--- src/rtl/db_pkg.sv ---
// Shared definitions for the switch debouncer: FSM state encoding and default timing.
package db_pkg;

  typedef enum logic [1:0] {
    ZERO  = 2'b00,
    WAIT1 = 2'b01,
    ONE   = 2'b10,
    WAIT0 = 2'b11
  } db_state_e;

  localparam int DB_STABLE_CYCLES = 20;
  localparam int DB_CNT_W         = 5;

endpackage

--- src/rtl/db_fsm_debouncer_sync_2ff.sv ---
// Two-flop synchronizer for a single asynchronous input; q is the second stage.
module sync_2ff (
  input  logic clk,
  input  logic reset_n,
  input  logic d,
  output logic q
);

  logic s1_r;
  logic s2_r;

  // Only s1_r may go metastable; s2_r gives it a full cycle to resolve.
  always_ff @(posedge clk or negedge reset_n) begin
    if (!reset_n) begin
      s1_r <= 1'b0;
      s2_r <= 1'b0;
    end else begin
      s1_r <= d;
      s2_r <= s1_r;
    end
  end

  assign q = s2_r;

endmodule

--- src/rtl/db_fsm_debouncer.sv ---
// Switch debouncer: synchronizes sw, then requires STABLE_CYCLES+1 consistent
// samples before changing db_level, with one-cycle rise/fall ticks.
module db_fsm_debouncer
  import db_pkg::*;
#(
  parameter int STABLE_CYCLES = DB_STABLE_CYCLES,
  parameter int CNT_W         = DB_CNT_W
) (
  input  logic clk,
  input  logic reset_n,
  input  logic sw,
  output logic db_level,
  output logic rise_tick,
  output logic fall_tick
);

  localparam logic [CNT_W-1:0] CNT_RELOAD = CNT_W'(STABLE_CYCLES - 1);
  localparam logic [CNT_W-1:0] CNT_ZERO   = CNT_W'(0);
  localparam logic [CNT_W-1:0] CNT_ONE    = CNT_W'(1);

  logic             s2_s;
  db_state_e        state_r;
  db_state_e        state_s;
  logic [CNT_W-1:0] cnt_r;
  logic [CNT_W-1:0] cnt_s;
  logic             db_level_r;
  logic             db_level_s;
  logic             rise_r;
  logic             rise_s;
  logic             fall_r;
  logic             fall_s;

  sync_2ff u_sync (
    .clk     (clk),
    .reset_n (reset_n),
    .d       (sw),
    .q       (s2_s)
  );

  // State, stability counter and output registers.
  always_ff @(posedge clk or negedge reset_n) begin
    if (!reset_n) begin
      state_r    <= ZERO;
      cnt_r      <= CNT_ZERO;
      db_level_r <= 1'b0;
      rise_r     <= 1'b0;
      fall_r     <= 1'b0;
    end else begin
      state_r    <= state_s;
      cnt_r      <= cnt_s;
      db_level_r <= db_level_s;
      rise_r     <= rise_s;
      fall_r     <= fall_s;
    end
  end

  // Next-state logic; an opposite sample in a WAIT state aborts without a tick.
  always_comb begin
    state_s    = state_r;
    cnt_s      = cnt_r;
    db_level_s = db_level_r;
    rise_s     = 1'b0;
    fall_s     = 1'b0;
    case (state_r)
      ZERO: begin
        if (s2_s) begin
          state_s = WAIT1;
          cnt_s   = CNT_RELOAD;
        end else begin
          state_s = ZERO;
        end
      end
      WAIT1: begin
        if (!s2_s) begin
          state_s = ZERO;
        end else if (cnt_r == CNT_ZERO) begin
          state_s    = ONE;
          db_level_s = 1'b1;
          rise_s     = 1'b1;
        end else begin
          cnt_s = cnt_r - CNT_ONE;
        end
      end
      ONE: begin
        if (!s2_s) begin
          state_s = WAIT0;
          cnt_s   = CNT_RELOAD;
        end else begin
          state_s = ONE;
        end
      end
      WAIT0: begin
        if (s2_s) begin
          state_s = ONE;
        end else if (cnt_r == CNT_ZERO) begin
          state_s    = ZERO;
          db_level_s = 1'b0;
          fall_s     = 1'b1;
        end else begin
          cnt_s = cnt_r - CNT_ONE;
        end
      end
      default: begin
        state_s    = ZERO;
        cnt_s      = CNT_ZERO;
        db_level_s = 1'b0;
      end
    endcase
  end

  assign db_level  = db_level_r;
  assign rise_tick = rise_r;
  assign fall_tick = fall_r;

endmodule
--- config.mk ---
export PLATFORM = sky130hd
export DESIGN_NAME = db_fsm_debouncer
export DESIGN_NICKNAME = d
export VERILOG_FILES = /design/src/rtl/db_pkg.sv /design/src/rtl/db_fsm_debouncer_sync_2ff.sv /design/src/rtl/db_fsm_debouncer.sv
export SDC_FILE = /design/constraint.sdc
export NUM_CORES = 1
export LEC_CHECK = 0
export BUFFER_PORTS_ARGS = -buffer_cell sky130_fd_sc_hd__buf_2
export CORE_ASPECT_RATIO = 1.2
export CORE_UTILIZATION = 30
export CTS_CLUSTER_SIZE = 12
export DETAILED_ROUTE_END_ITERATION = 10
export GPL_TIMING_DRIVEN = 0
export PLACE_DENSITY = 0.49
export SLEW_MARGIN = 30
export SYNTH_ARGS = -nofsm -noshare
export SYNTH_HDL_FRONTEND = slang
export SYNTH_HIERARCHICAL = 1
export SYNTH_SLANG_ARGS = --single-unit
--- constraint.sdc ---
create_clock -name clk -period 1.8 [get_ports clk]
set_input_delay 0.18 -clock clk [delete_from_list [all_inputs] [get_ports clk]]
set_output_delay 0.18 -clock clk [all_outputs]
set_load 0.02 [all_outputs]
==> results of run 1 <==
[kinds of logic after synthesis]
group	count (synthesis)	share of synthesized area [%]
XOR/XNOR	1	1.67
multiplexers	3	6.44
AO/OA/AOI/OAI	10	14.6
buffers and inverters	6	4.53
adder cells (fa/ha/maj)	1	2.39
flip-flops	12	57.3
AND/OR/NAND/NOR	11	13.1
[metrics by stage]
stage	hold WS (ns)	instances	cell area [um2]	setup WS [ns]	total power [uW]
floorplan	-0.116	44	524	0.355	576
global placement	0.0730	67	572	0.155	634
detailed placement	0.0736	67	572	0.154	638
CTS	0.0123	71	604	0.151	800
global route	0.00762	71	604	0.0896	853
finish	0.0266	71	604	0.175	786
[synthesized netlist by cell type, drive strengths merged]
library cell | instances | area share [%]
a2bb2oi | 1 | 1.7
a41o | 1 | 2.1
and2b | 1 | 1.7
and3b | 1 | 1.9
buf | 1 | 0.95
dfrtp | 12 | 57
ha | 1 | 2.4
inv | 5 | 3.6
mux2 | 3 | 6.4
nand2 | 2 | 1.4
nand2b | 2 | 2.4
nand4 | 1 | 1.2
nor2 | 1 | 0.72
nor2b | 1 | 1.2
nor3 | 1 | 0.95
nor4b | 1 | 1.7
o21ai | 3 | 2.9
o31a | 1 | 1.7
o31ai | 2 | 2.9
o41ai | 2 | 3.3
xnor2 | 1 | 1.7
[power groups by stage]
stage / sequential [uW] / combinational (uW) / clock, uW
CTS: 390 / 245 / 165
global route: 400 / 276 / 178
global placement: 395 / 240 / 0
finish: 390 / 242 / 154
floorplan: 387 / 189 / 0
detailed placement: 396 / 242 / 0
[cells in the final DEF (no fill, tap or decap), types with 2 or more instances in the layout]
cell type,instances
sky130_fd_sc_hd__nand2b_1,2
sky130_fd_sc_hd__o41ai_1,2
sky130_fd_sc_hd__inv_1,5
sky130_fd_sc_hd__o21ai_0,3
sky130_fd_sc_hd__nand2_1,2
sky130_fd_sc_hd__buf_2,6
sky130_fd_sc_hd__dfrtp_1,12
sky130_fd_sc_hd__o31ai_1,2
sky130_fd_sc_hd__clkbuf_4,3
sky130_fd_sc_hd__mux2_2,3
[final cells by class]
type / count / area (um2) / area share [%]
clock buffer: 3 / 22.5 / 3.73
inverter: 5 / 18.8 / 3.11
buffer: 1 / 5.00 / 0.828
sequential: 12 / 300 / 49.7
tap: 18 / 22.5 / 3.73
timing repair buffer: 6 / 35.0 / 5.80
multi-input combinational: 26 / 200 / 33.1
[worst paths after layout]
kind                          endpoint  slack, ns  cells past startpoint
max in group asynchronous     cnt_r[1]       1.27                      2
setup / recovery                  flop       0.17                      5
min in group asynchronous     cnt_r[3]       0.31                      2
hold / removal             u_sync/s1_r       0.03                      1
hold reg to reg               u_sync/q       0.35                      0
setup reg to reg                  flop       0.17                      5
[state kept, by name, summed over array words and instances, names as in the netlist, named ones only]
name / count
cnt_r: 5
db_level: 1
fall_tick: 1
rise_tick: 1
state_r: 1
u_sync/q: 1
u_sync/s1_r: 1
[what timing repair did]
action,4_1_cts,5_1_grt
setup endpoints to repair,0,0
buffers inserted,0,0
hold endpoints to repair,12,0
hold buffers,1,0
[worst reg2reg max path, stage by stage (launching register included)]
cell and delay [ns]:
sky130_fd_sc_hd__dfrtp_1 0.40, sky130_fd_sc_hd__inv_1 0.08, sky130_fd_sc_hd__ha_1 0.19, sky130_fd_sc_hd__nand2b_1 0.14, sky130_fd_sc_hd__nor3_1 0.32, sky130_fd_sc_hd__mux2_2 0.38
[routing by layer]
layer	GRT usage (%)	vias up
li1	-	176
met1	13.1	147
met2	11.9	7
met3	6.98	0
met4	4.14	0
met5	0	-
==> reports/results.ini, run 1 <==
[sta]
finalSetupViolations = 0
fin_tns_setup_ns = 0
rsz0062_at_grt = no
final_hold_viol_count = 0
fin_clk_skew_ns = 0.00772
clock.fmax_mhz = 615
finalMaxSlewViolations = 0
slew_headroom_pct = 69.8
max_slew.worst_pin.slew_ns = 0.449
final.min_clock_period_ns = 1.63
fin_crit_sh_pct = 90.3

[critical_path]
crit_path_start_kind = flop
reg2reg_from = cnt_r[0]
worstPathArrival_ns = 1.78
critical_path.endpoint_type = flop
critical_path_buf_inv_count = 1
setup.worst_path.class = reg2reg
worst-endpoint-required_ns = 1.95
worstPathMaxFanout = 5
path_delay_family = simple AND/OR/NAND/NOR gates
worst_path_max_delay_cell = sky130_fd_sc_hd__dfrtp_1
timing.critical_path.cells = inv_1 > ha_1 > nand2b_1 > nor3_1 > mux2_2
worstSetupStartpoint = cnt_r[0]
max_stage_delay_ns = 0.40

[drt]
top_layer = met3
wl_per_cell_um = 11.7
drt_drc_violations_left = 0
post_drt_via_cell_ratio = 4.65
detailroute.via_count = 330
route.antenna.remaining_nets = 0
drt-met1-wl_um = 435
drt-total-wl_um = 830
met2RoutedLength_um = 360
met3WireLength_um = 34
detail_route.first_pass.iterations = 2
detailedRoute.firstIterationViolations = 3

[global_routing]
global_route_wire_length_before_repair_um = 1140
grt_overflow_total = 0
grt_antenna_before_repair = 0
largest_net_degree_at_the_start_of_global_routing = 13
grt_usage_pct = 9.86
first_global_vias = 249

[floorplan]
dieArea_um2 = 1920
fp.dieH_um = 47.8
io_pins = 6
placementRows = 16
floorplan.initialDensity_pct = 31.9
placeableCoreArea_um2 = 1640
fp.dieW_um = 40.2

[clock_network]
cts-htree-levels = 1
cts_made_buffers = 3
cts_resized = 0
cts_tree = done
cts.clk_slew.worst_paths_ns = 0.07
cts-root-to-sink-buffers = 2
worst_skew_pair.late_latency_ns = 0.26
clockRootBuffer = sky130_fd_sc_hd__clkbuf_4
clock-sinks = 12

[cells_and_area]
areaGrowthSynthToFinish_pct = 15.3
layout.core_utilization_pct = 36.8
antenna_cells = 0
fin_nets = 59
filler_cell_count_in_the_final_layout = 177
post_route_cells_drive_above_1_share_pct = 28.3

[synthesis]
syn_nets = 48
synthDistinctLibCells = 21
synth.yosys.warnings = 6
post_synth.cell_area_avg_um2 = 11.9
synthesis.instances = 44
ys_seq_elements = 12
post_synth_instance_area_um2 = 524
ys_seq_area_share_pct = 57.3

[min_path]
hp-start = sw
timing.hold.worst.class = in2reg

[power_and_ir_drop]
intPower_uw = 522
power_density_nw_per_um2 = 1300
power.sequential.fraction_pct = 49.6
irDropWorstVdd_v = 0.000744
power.switching_uw = 264
clock_power_share_pct = 19.6
p_leak_uw = 0.000291
power.share.combinational_pct = 30.8
power_switching_share_pct = 33.5

[placed_design]
gpl.final_weighted_congestion = 0.685
portBuffers = 5
dp.final_hpwl_um = 608

[status]
run_status = completed

[flow_run]
timing.max_cap.violations = 0

(Power assumes the default switching activity.)
==> inputs of run 2 (changes only) <==
--- a/config.mk
+++ b/config.mk
@@ -12,6 +12,7 @@
 export DETAILED_ROUTE_END_ITERATION = 10
 export GPL_TIMING_DRIVEN = 0
 export PLACE_DENSITY = 0.49
+export RECOVER_POWER = 50
 export SLEW_MARGIN = 30
 export SYNTH_ARGS = -nofsm -noshare
 export SYNTH_HDL_FRONTEND = slang
==> run 2 against run 1 <==
Total power about the same. Fmax unchanged. Flip-flop and latch count unchanged. Critical path depth unchanged. Wire length down 0.24%.
==> reports/results.ini, run 2 (synthesis results as in run 1) <==
[drt]
detailedRoute.firstIterationViolations = 3
drt-total-wl_um = 828
wl_per_cell_um = 11.7
detail_route.first_pass.iterations = 2
route.antenna.remaining_nets = 0
drt_drc_violations_left = 0
post_drt_via_cell_ratio = 4.65
detailroute.via_count = 330

[sta]
max_slew.worst_pin.slew_ns = 0.644
rsz0062_at_grt = no
final.min_clock_period_ns = 1.63
fin_tns_setup_ns = 0
finalMaxSlewViolations = 0
final_hold_viol_count = 0
finalSetupViolations = 0
fin_crit_sh_pct = 90.3
fin_clk_skew_ns = 0.00772
clock.fmax_mhz = 615
slew_headroom_pct = 57.1

[critical_path]
worstRegToRegCells = 5
max_stage_delay_ns = 0.40
setup.reg_to_reg.worst_slack_ns = 0.17
worst_path_max_delay_cell = sky130_fd_sc_hd__dfrtp_1
worstPathMaxFanout = 5
timing.critical_path.cells = inv_1 > ha_1 > nand2b_1 > nor3_1 > mux2_2
worst-endpoint-required_ns = 1.95
setup.worst_path.class = reg2reg
crit_path_start_kind = flop
worstPathArrival_ns = 1.78
critical_path.endpoint_type = flop
reg2reg_from = cnt_r[0]

[cells_and_area]
areaGrowthSynthToFinish_pct = 15.0
post_route_cells_drive_above_1_share_pct = 26.4
filler_cell_count_in_the_final_layout = 176
largest_register = cnt_r
layout_commonest_cell = sky130_fd_sc_hd__dfrtp_1
fin_nets = 59
flip_flop_count_of_the_largest_register_all_copies_and_words_added = 5
post-route-cell-area_um2 = 603
layout_common_cells = 12 x sky130_fd_sc_hd__dfrtp_1, 5 x sky130_fd_sc_hd__inv_1, 5 x sky130_fd_sc_hd__buf_2
antenna_cells = 0

[floorplan]
fp.dieW_um = 40.2
placeableCoreArea_um2 = 1640
dieArea_um2 = 1920
placementRows = 16
io_pins = 6
floorplan.initialDensity_pct = 31.9
fp.dieH_um = 47.8

[global_routing]
grt_usage_pct = 9.86
largest_net_degree_at_the_start_of_global_routing = 13
grt_overflow_total = 0
grt_antenna_before_repair = 0
first_global_vias = 249
global_route_wire_length_before_repair_um = 1140

[min_path]
hp-start = sw
timing.hold.worst.class = in2reg
worstHoldPathCells = 1
timing.hold.worst_endpoint = u_sync/s1_r

[placed_design]
portBuffers = 5
gpl.final_weighted_congestion = 0.685
dp.final_hpwl_um = 608
placed_area_um2 = 572

[power_and_ir_drop]
p_leak_uw = 0.000289
irDropWorstVdd_v = 0.000744
power_density_nw_per_um2 = 1300

[clock_network]
clockRootBuffer = sky130_fd_sc_hd__clkbuf_4
cts_tree = done
cts-htree-levels = 1
cts_post_setup_buffers_inserted = 0
worst_skew_pair.late_latency_ns = 0.26
cts.clk_slew.worst_paths_ns = 0.07
cts-root-to-sink-buffers = 2
cts_made_buffers = 3
clock-sinks = 12

[flow_run]
timing.max_cap.violations = 0

[status]
run_status = completed

run 2: cell count changes in the layout (fill, tap and decap cells not counted), sizes merged:
cell / before / now
clkbuf: 3 / 4
buf: 6 / 5
run 2: where the power goes:
part / total, uW / switching (uW) / leakage [uW] / internal, uW
clock network: 154 / 76.7 / 0.0000138 / 77.1
logic: 242 / 131 / 0.000127 / 110
registers: 390 / 55.6 / 0.000148 / 334
total: 786 / 264 / 0.000289 / 522
run 2: final cells by class:
| type | instances | area, um2 | area share (%) |
|---|---|---|---|
| multi-input cells | 26 | 200 | 33.2 |
| clock buffers | 3 | 22.5 | 3.73 |
| well taps | 18 | 22.5 | 3.73 |
| plain buffers | 1 | 5.00 | 0.830 |
| inverters | 5 | 18.8 | 3.11 |
| flip-flops and latches | 12 | 300 | 49.8 |
| repair buffers | 6 | 33.8 | 5.60 |
run 2: worst max path at each step:
stage	slack (ns)	start	cells past startpoint	endpoint
after global routing	0.09	cnt_r[0]	5	flop
after detailed placement	0.15	cnt_r[0]	5	flop
after floorplan	0.36	cnt_r[0]	5	flop
after CTS	0.15	cnt_r[0]	5	flop
final	0.17	cnt_r[0]	5	flop
after global placement	0.15	cnt_r[0]	5	flop
run 2: per-stage QoR:
step	setup WS [ns]	utilization, %	power, uW	cells	hold slack (ns)
6_report	0.175	36.7	786	71	0.0266
5_1_grt	0.0896	36.7	853	71	0.00762
4_1_cts	0.151	36.8	800	71	0.0123
3_5_place_dp	0.154	34.8	638	67	0.0736
3_3_place_gp	0.155	34.8	634	67	0.0730
2_1_floorplan	0.355	-	576	44	-0.116
run 2: layer usage:
metal	routed length (um)	vias to the layer above	global-route usage, %
li1	-	176	-
met2	360	7	11.9
met3	34	0	6.98
met4	0	0	4.14
met5	0	-	0
met1	433	147	13.1
run 2: timing repair:
item | 4_1_cts | 5_1_grt
endpoints found under the hold margin | 12 | 0
hold buffers | 1 | 0
resized for setup | 0 | 0
run 2: critical path: cells and delay by family (launching register included):
| family | cells | cell delay, ns |
|---|---|---|
| flip-flops | 1 | 0.40 |
| multiplexers | 1 | 0.38 |
| AND/OR/NAND/NOR | 2 | 0.46 |
| adder cells (fa/ha/maj) | 1 | 0.19 |
| buffers and inverters | 1 | 0.08 |
